==> config.mk <==
export PLATFORM = sky130hd
export DESIGN_NAME = dm_sba_engine
export DESIGN_NICKNAME = d
export VERILOG_FILES = /design/src/rtl/dm_pkg.sv /design/src/rtl/dm_sba_engine.sv
export SDC_FILE = /design/constraint.sdc
export NUM_CORES = 1
export LEC_CHECK = 0
export ABC_AREA = 1
export CORE_MARGIN = 4
export CORE_UTILIZATION = 40
export CTS_BUF_LIST = sky130_fd_sc_hd__clkbuf_2 sky130_fd_sc_hd__clkbuf_4 sky130_fd_sc_hd__clkbuf_8
export CTS_CLUSTER_SIZE = 30
export DETAILED_ROUTE_END_ITERATION = 10
export PLACE_DENSITY = 0.72
export SYNTH_ARGS = -nofsm -noshare
export SYNTH_HDL_FRONTEND = slang
export SYNTH_SLANG_ARGS = --single-unit
==> constraint.sdc <==
create_clock -name clk -period 5.4 [get_ports clk]
set_input_delay 1.08 -clock clk [delete_from_list [all_inputs] [get_ports clk]]
set_output_delay 1.08 -clock clk [all_outputs]
set_load 0.1 [all_outputs]
==> src/rtl/dm_pkg.sv <==
// Shared definitions for the debug module system bus access engine:
// DMI register addresses, sbcs field positions, error codes, FSM states.
package dm_pkg;

  localparam logic [6:0] SBCS    = 7'h38;
  localparam logic [6:0] SBADDR0 = 7'h39;
  localparam logic [6:0] SBADDR1 = 7'h3A;
  localparam logic [6:0] SBDATA0 = 7'h3C;
  localparam logic [6:0] SBDATA1 = 7'h3D;

  localparam int SBCS_VER      = 29;
  localparam int SBCS_BUSYERR  = 22;
  localparam int SBCS_BUSY     = 21;
  localparam int SBCS_RDONADDR = 20;
  localparam int SBCS_ACC      = 17;
  localparam int SBCS_AUTOINC  = 16;
  localparam int SBCS_RDONDATA = 15;
  localparam int SBCS_ERR      = 12;
  localparam int SBCS_ASIZE    = 5;

  typedef enum logic [2:0] {
    ERR_NONE    = 3'd0,
    ERR_TIMEOUT = 3'd1,
    ERR_BADADDR = 3'd2,
    ERR_ALIGN   = 3'd3,
    ERR_SIZE    = 3'd4
  } sberr_e;

  typedef enum logic {
    IDLE = 1'b0,
    BUSY = 1'b1
  } sba_state_e;

  // Low (8 << sz) bits set; sz=3 wraps to all ones.
  function automatic logic [63:0] size_mask(input logic [2:0] sz);
    return (64'd1 << (11'd8 << sz)) - 64'd1;
  endfunction

endpackage

==> src/rtl/dm_sba_engine.sv <==
// System bus access engine: owns sbcs/sbaddress/sbdata and drives
// a single outstanding level-held request onto the system bus.
module dm_sba_engine
  import dm_pkg::*;
#(
  parameter int ADDR_W  = 32,
  parameter int DATA_W  = 32,
  parameter int TIMEOUT = 255
) (
  input  logic              clk,
  input  logic              reset,
  input  logic              dmi_wr,
  input  logic              dmi_rd,
  input  logic [6:0]        dmi_addr,
  input  logic [31:0]       dmi_wdata,
  output logic [31:0]       dmi_rdata,
  output logic [ADDR_W-1:0] sb_addr,
  output logic [DATA_W-1:0] sb_wdata,
  output logic [2:0]        sb_size,
  output logic              sb_read,
  output logic              sb_write,
  input  logic [DATA_W-1:0] sb_rdata,
  input  logic              sb_ready,
  input  logic              sb_err
);

  sba_state_e        state_q, state_d;
  logic [ADDR_W-1:0] sbaddress_q, sbaddress_d;
  logic [DATA_W-1:0] sbdata_q, sbdata_d;
  logic [ADDR_W-1:0] sb_addr_q, sb_addr_d;
  logic [DATA_W-1:0] sb_wdata_q, sb_wdata_d;
  logic [2:0]        sb_size_q, sb_size_d;
  logic [2:0]        access_q, access_d;
  logic [2:0]        sberror_q, sberror_d;
  logic              busyerr_q, busyerr_d;
  logic              rdonaddr_q, rdonaddr_d;
  logic              autoinc_q, autoinc_d;
  logic              rdondata_q, rdondata_d;
  logic              sb_read_q, sb_read_d;
  logic              sb_write_q, sb_write_d;
  logic [31:0]       timer_q, timer_d;

  logic [63:0] addr64, data64;
  logic        is_busy, wr_bus, rd_d0;
  logic        trig_wr, trig, size_ok, misalign;

  assign addr64  = 64'(sbaddress_q);
  assign data64  = 64'(sbdata_q);
  assign is_busy = (state_q == BUSY);
  assign wr_bus  = dmi_wr && (dmi_addr inside
                   {SBADDR0, SBADDR1, SBDATA0, SBDATA1});
  assign rd_d0   = dmi_rd && !dmi_wr && (dmi_addr == SBDATA0);
  assign trig_wr = dmi_wr && (dmi_addr == SBDATA0);
  assign trig    = !is_busy && (trig_wr ||
                   (dmi_wr && dmi_addr == SBADDR0 && rdonaddr_q) ||
                   (rd_d0 && rdondata_q));
  assign size_ok = (access_q <= 3'd2) ||
                   (access_q == 3'd3 && DATA_W == 64);

  always_comb begin
    state_d     = state_q;
    sbaddress_d = sbaddress_q;
    sbdata_d    = sbdata_q;
    sb_addr_d   = sb_addr_q;
    sb_wdata_d  = sb_wdata_q;
    sb_size_d   = sb_size_q;
    access_d    = access_q;
    sberror_d   = sberror_q;
    busyerr_d   = busyerr_q;
    rdonaddr_d  = rdonaddr_q;
    autoinc_d   = autoinc_q;
    rdondata_d  = rdondata_q;
    sb_read_d   = sb_read_q;
    sb_write_d  = sb_write_q;
    timer_d     = timer_q;
    misalign    = 1'b0;

    if (dmi_wr && dmi_addr == SBCS) begin
      if (dmi_wdata[SBCS_BUSYERR]) busyerr_d = 1'b0;
      sberror_d  = sberror_q & ~dmi_wdata[SBCS_ERR +: 3];
      rdonaddr_d = dmi_wdata[SBCS_RDONADDR];
      access_d   = dmi_wdata[SBCS_ACC +: 3];
      autoinc_d  = dmi_wdata[SBCS_AUTOINC];
      rdondata_d = dmi_wdata[SBCS_RDONDATA];
    end

    if (is_busy) begin
      if (wr_bus || rd_d0) busyerr_d = 1'b1;
    end else if (dmi_wr) begin
      case (dmi_addr)
        SBADDR0: sbaddress_d = ADDR_W'({addr64[63:32], dmi_wdata});
        SBADDR1: sbaddress_d = ADDR_W'({dmi_wdata, addr64[31:0]});
        SBDATA0: sbdata_d = DATA_W'({data64[63:32], dmi_wdata});
        SBDATA1: sbdata_d = DATA_W'({dmi_wdata, data64[31:0]});
        default: ;
      endcase
    end

    unique case (state_q)
      IDLE: begin
        misalign = (64'(sbaddress_d) &
                    ((64'd1 << access_q) - 64'd1)) != 64'd0;
        if (trig && sberror_q == ERR_NONE && !busyerr_q) begin
          if (!size_ok) begin
            sberror_d = ERR_SIZE;
          end else if (misalign) begin
            sberror_d = ERR_ALIGN;
          end else begin
            state_d    = BUSY;
            timer_d    = '0;
            sb_read_d  = !trig_wr;
            sb_write_d = trig_wr;
            sb_addr_d  = sbaddress_d;
            sb_size_d  = access_q;
            sb_wdata_d = DATA_W'(64'(sbdata_d) & size_mask(access_q));
          end
        end
      end
      BUSY: begin
        timer_d = timer_q + 32'd1;
        if (sb_ready) begin
          state_d    = IDLE;
          sb_read_d  = 1'b0;
          sb_write_d = 1'b0;
          if (sb_err) begin
            sberror_d = ERR_BADADDR;
          end else begin
            if (sb_read_q)
              sbdata_d = DATA_W'(64'(sb_rdata) & size_mask(sb_size_q));
            if (autoinc_q)
              sbaddress_d = sbaddress_q + ADDR_W'(64'd1 << sb_size_q);
          end
        end else if (timer_q + 32'd1 >= 32'(TIMEOUT)) begin
          state_d    = IDLE;
          sb_read_d  = 1'b0;
          sb_write_d = 1'b0;
          sberror_d  = ERR_TIMEOUT;
        end
      end
      default: state_d = IDLE;
    endcase
  end

  always_comb begin
    logic [31:0] cs;
    cs = '0;
    cs[SBCS_VER +: 3]    = 3'd1;
    cs[SBCS_BUSYERR]     = busyerr_q;
    cs[SBCS_BUSY]        = is_busy;
    cs[SBCS_RDONADDR]    = rdonaddr_q;
    cs[SBCS_ACC +: 3]    = access_q;
    cs[SBCS_AUTOINC]     = autoinc_q;
    cs[SBCS_RDONDATA]    = rdondata_q;
    cs[SBCS_ERR +: 3]    = sberror_q;
    cs[SBCS_ASIZE +: 7]  = 7'(ADDR_W);
    cs[4:0]              = {1'b0, DATA_W == 64, 3'b111};
    case (dmi_addr)
      SBCS:    dmi_rdata = cs;
      SBADDR0: dmi_rdata = addr64[31:0];
      SBADDR1: dmi_rdata = addr64[63:32];
      SBDATA0: dmi_rdata = data64[31:0];
      SBDATA1: dmi_rdata = data64[63:32];
      default: dmi_rdata = '0;
    endcase
  end

  always_ff @(posedge clk) begin
    if (reset) begin
      state_q     <= IDLE;
      sbaddress_q <= '0;
      sbdata_q    <= '0;
      sb_addr_q   <= '0;
      sb_wdata_q  <= '0;
      sb_size_q   <= 3'd2;
      access_q    <= 3'd2;
      sberror_q   <= ERR_NONE;
      busyerr_q   <= 1'b0;
      rdonaddr_q  <= 1'b0;
      autoinc_q   <= 1'b0;
      rdondata_q  <= 1'b0;
      sb_read_q   <= 1'b0;
      sb_write_q  <= 1'b0;
      timer_q     <= '0;
    end else begin
      state_q     <= state_d;
      sbaddress_q <= sbaddress_d;
      sbdata_q    <= sbdata_d;
      sb_addr_q   <= sb_addr_d;
      sb_wdata_q  <= sb_wdata_d;
      sb_size_q   <= sb_size_d;
      access_q    <= access_d;
      sberror_q   <= sberror_d;
      busyerr_q   <= busyerr_d;
      rdonaddr_q  <= rdonaddr_d;
      autoinc_q   <= autoinc_d;
      rdondata_q  <= rdondata_d;
      sb_read_q   <= sb_read_d;
      sb_write_q  <= sb_write_d;
      timer_q     <= timer_d;
    end
  end

  assign sb_addr  = sb_addr_q;
  assign sb_wdata = sb_wdata_q;
  assign sb_size  = sb_size_q;
  assign sb_read  = sb_read_q;
  assign sb_write = sb_write_q;

endmodule

**Yosys cells after proc, flatten, opt, wreduce, memory -nomap -nowiden**

Cells that the tools add are included.

- Shift-type cells: 6
- Add/sub/neg operators: 5
- Magnitude comparators: 2
- Reduce and logical (&&, ||, !) cells: 24
- Bitwise gates (word level): 7
- Equality and inequality tests: 9
- Divide/modulo/power cells: 0
- Mux-type cells: 47
- Multipliers: 0

Operators with widths:

| cell | count |
|---|---|
| 32-bit 2-to-1 mux | 17 |
| 32-bit case mux with 3 select lines | 1 |
| 32-bit bitwise AND | 2 |
| 32-bit by 64-bit bitwise AND with 64-bit output | 1 |
| 32-bit case mux with 2 select lines | 1 |
| 64-bit nonzero test | 1 |
| 1-bit by 11-bit << shifter with 32-bit output (first input constant) | 2 |
| 1-bit by 3-bit << shifter with 64-bit output (first input constant) | 1 |
| 32-bit by 1-bit subtractor with 32-bit output (second input constant) | 2 |
| 64-bit by 1-bit subtractor with 64-bit output (second input constant) | 1 |
| 7-bit by 6-bit equality test with 1-bit output (second input constant) | 5 |
| 32-bit by 1-bit adder with 32-bit output (second input constant) | 1 |
| 32-bit adder | 1 |
| 32-bit by 8-bit greater-or-equal comparator with 1-bit output (second input constant) | 1 |
| 1-bit by 3-bit << shifter with 32-bit output (first input constant) | 1 |
| 4-bit by 3-bit << shifter with 11-bit output (first input constant) | 2 |
| 3-bit 2-to-1 mux | 7 |
| 1-bit 2-to-1 mux | 17 |
| 1-bit logical AND | 11 |
| 4-bit AND reduction | 2 |
| 2-bit != test (second input constant) | 3 |
| 1-bit case mux with 2 select lines | 3 |
| 3-bit case mux with 2 select lines | 1 |
| 1-bit logical NOT | 4 |
| other kinds (9) | 12 |

- Memories kept: 0
- Memory bits (read-only): 0
- Latch bits: 0
- RAM bits: 0
- Logic and storage cells: 115
- Output and inout port bits: 101
- Register bits after elaboration: 176

**Depth between registers and ports, before layout**

- Depth in word-level cells: 10
- Mapped depth: 20
- Mapped depth without buffers: 19

**Worst setup path before layout**

No wires, ideal clock.

- Path type: input to output
- From: input dmi_addr[1]
- To: output dmi_rdata[0]
- Setup slack: 743 ps
- Arrival: 3577 ps
- Path buffers: 1
- Stages on the path: 6
- Path through: inv_1 nand2_1 nor3_4 clkinv_1 clkbuf_1 o221ai_1

- Cells in the longest elaborated chain, start to end: 2
- Elaborated cells on any way between the ends: 4

RTL lines:

| element | line | text |
|---|---|---|
| start, declared | dm_sba_engine.sv:14 | `input logic [6:0] dmi_addr,` |
| 7-bit by 6-bit equality test with 1-bit output | dm_sba_engine.sv:157 | `case (dmi_addr)` |
| 32-bit case mux with 3 select lines (*) | dm_sba_engine.sv:157 |  |
| end, declared | dm_sba_engine.sv:16 | `output logic [31:0] dmi_rdata,` |

Every way passes the cells marked *; elsewhere a longest branch is shown, timed or not.

**Worst setup path in the final report**

- From: input dmi_addr[0]
- To: output dmi_rdata[10]

Same word-level chain as after synthesis.

==> key figures <==
Floorplanning
  – Core Rows: 58
  – Initial Utilization: 0.409
  – Die Wd: 169 um
  – Io pins: 178
  – Die Ht: 169 um
  – Core area: 25300 um2
  – Die area: roughly 29000 um2

Worst setup path
  – Worst EP arrival: 3480 ps
  – CP peak stage delay: 460 ps
  – Worst-path fanout max: 16
  – Start point of the critical path: dmi_addr[0]
  – CP Capture Type: primary output
  – CP max-delay cell: clkdlybuf4s50_1
  – Startpoint types: input pin
  – Reg2Reg Launch Point: sb_size[0]
  – Crit path required time: 4320 ps
  – Cells along the critical path: clkdlybuf4s50_1 > inv_2 > nand2_1 > nor3_4 > clkinv_1 > buf_4 > o221ai_1 > buf_12
  – CP Class: in2out

Clock network
  – CTS tree: built
  – H-tree Lvls: 4
  – # clock sinks: 176
  – Longest Clk Path Bufs: 2
  – CTS root buf: clkbuf_8
  – Post-CTS setup buffers: 0
  – Num CTS Buffers: 17
  – Post-cts gate resize count: 0
  – Reg clk slew, reported paths: 100 ps
  – Clk_lat worst skew: roughly 480 ps
  – Post-CTS Hold Buffers: 0

Timing
  – Worst slew margin: 0.263
  – Tcrit/Tclk final: 0.845
  – Final hold viol count: 0
  – PnR worst setup slack: 839 ps
  – Slew Limit Fails: 0
  – RSZ-0062 raised after global routing: no
  – Setup TNS: 0 ps
  – Clk_skew: 23.1 ps
  – Final Setup Violations: 0
  – Worst-margin pin slew: 1100 ps
  – Fmax: 219 MHz
  – Final Critical Period: about 4600 ps

Synthesis
  – Top post-synthesis cells by area: dfxtp_1 (34%), nand2_1 (13%), inv_1 (9.6%)
  – Largest family of logic cells by synthesized area: simple AND/OR/NAND/NOR gates
  – Top-count cell post-synth: nand2_1
  – #FFs+latches synth: ~180
  – Yosys top cell area share: 0.340
  – Dominant cell type by area after synthesis: dfxtp_1
  – Simple-gate share of the synthesized area: 0.280
  – Synth Area per Inst: 6.41 um2
  – Synthesized cell area: 10400 um2
  – Sequential share of the synthesized area: 0.340
  – Synth Area in Compound Gates: 0.201
  – Asr flop ratio synth: 0
  – Synth Area in Adders: 0.0188
  – Synth Instances: 1616
  – Top_reg_cell synth: dfxtp_1
  – Most frequent cells after synthesis: nand2_1 (370), inv_1 (266), dfxtp_1 (176), a21oi_1 (157), o21ai_0 (142)
  – Post-synthesis mux area share: 0.00290
  – Distinct cells, synth: 47
  – Warnings from Yosys: 0
  – XOR/XNOR share of the synthesized area: 0.0237
  – Number of synthesized flops with an enable pin: 0

Hold path
  – Hold WC Path Type: reg2reg
  – HP Start: sb_addr[6]

Run status
  – Status: completed

Placement
  – DP HPWL: 27900 um
  – Setup WS pre-CTS: ~830 ps
  – Port Buffers: 177
  – RD Place Congestion: 0.984
  – Placed cells: 2067
  – Placement Cell Area: 12500 um2

Finish
  – Ant. Diodes: 0
  – Layout area overhead: 25.2%
  – Final #Nets: 1848
  – Fraction of layout cells with a size suffix above 1: 0.0695
  – Post-route insts no fill: 2099
  – Design Area, Final: 13000 um2

Job
  – Max-cap viol count: 0

Drt
  – Drt drc: 0
  – Post-Route WL: around 36000 um
  – DR pass1 iterations: 9
  – Iter 0 DRT Violations: 1177
  – Vias/cell: 5.28
  – Via Count: 11100
  – Routed WL per cell: 17.1 um
  – Post-DRT Antenna Nets: 0

Global routing
  – Remaining global-route overflow: 0
  – First-pass GRT wire length: 55600 um
  – Initial antenna violation count: 0
  – Largest net degree at the start of global routing: slightly above 90
  – Vias in the first global route: 9976
  – Total GRT Usage: 0.244

Power
  – Max rail drop VDD: ~110 uV
  – Pwr dens: between 150 and 200 nW/um2
  – LEAKAGE: 0.00545 uW
-- worst max-delay path: cells and delay by family --
kind | cells | cell delay, ps
AND/OR/NAND/NOR | 2 | 570
buffers and inverters | 5 | 1500
AO/OA/AOI/OAI | 1 | 310
-- cell type report --
class / count / area, um2
timing repair buffer: 193 / 2120
fill: 2536 / 12400
inverter: 272 / 1020
clock buffer: 19 / 262
sequential: 176 / 3520
multi-input combinational: 1096 / 5470
tap: 330 / 413
clock inverter: 13 / 163
-- logic make-up after synthesis --
group,Yosys count
compound gates,378
xor+xnor,28
fa+ha+maj,15
buf+inv,345
flops,176
mux,3
other cells,1
simple gates,670
-- layer usage --
layer  up-vias  track usage  part of all wire
met5         -            0                 0
met4         0       0.0829             0.029
met1      5024        0.358              0.46
li1       5479            -                 -
met2       517        0.359              0.42
met3        56       0.0451             0.091
-- power by group --
group	internal (uW)	switching, uW
Clock	420	572
Combinational	70.1	101
Sequential	1300	2.69
-- final timing paths --
path	endpoint	slack (ps)	cells after the start
max	dmi_rdata[10]	840	8
min	sb_addr[6]	450	2
max reg2reg	sbaddress_q[30]	1460	18
min reg2reg	sb_addr[6]	450	2
-- registers in the layout, summed over array words and instances (netlist names) --
| name | count |
|---|---|
| sberror_q | 3 |
| sbdata_q | 32 |
| sb_wdata | 32 |
| sb_addr | 32 |
| sbaddress_q | 32 |
| busyerr_q | 1 |
| rdonaddr_q | 1 |
| is_busy | 1 |
| timer_q | 32 |
| sb_write | 1 |
| access_q | 3 |
| sb_read | 1 |
| sb_size | 3 |
| rdondata_q | 1 |
| autoinc_q | 1 |
-- cell usage in the layout, fill, tap and decap left out, drive strengths merged, types with 23 or more instances in the layout --
cell type        n
nand2          371
inv            279
dfxtp          176
a21oi          158
o21ai          145
clkdlybuf4s50  144
nor2           131
nand3           72
buf             49
or2             29
nand4           24
nor3            23
-- through the flow --
| stage | hold WS [ps] | utilization | total power (uW) |
|---|---|---|---|
| 4_1_cts | 452 | 0.512 | 2480 |
| 2_1_floorplan | 447 | - | 1410 |
| 3_3_place_gp | 432 | 0.495 | 1500 |
| 3_5_place_dp | 436 | 0.495 | 1500 |
| 5_1_grt | 467 | 0.512 | 2540 |
| 6_report | 449 | 0.512 | 2470 |
No activity file was read; power rests on OpenSTA's default activity.
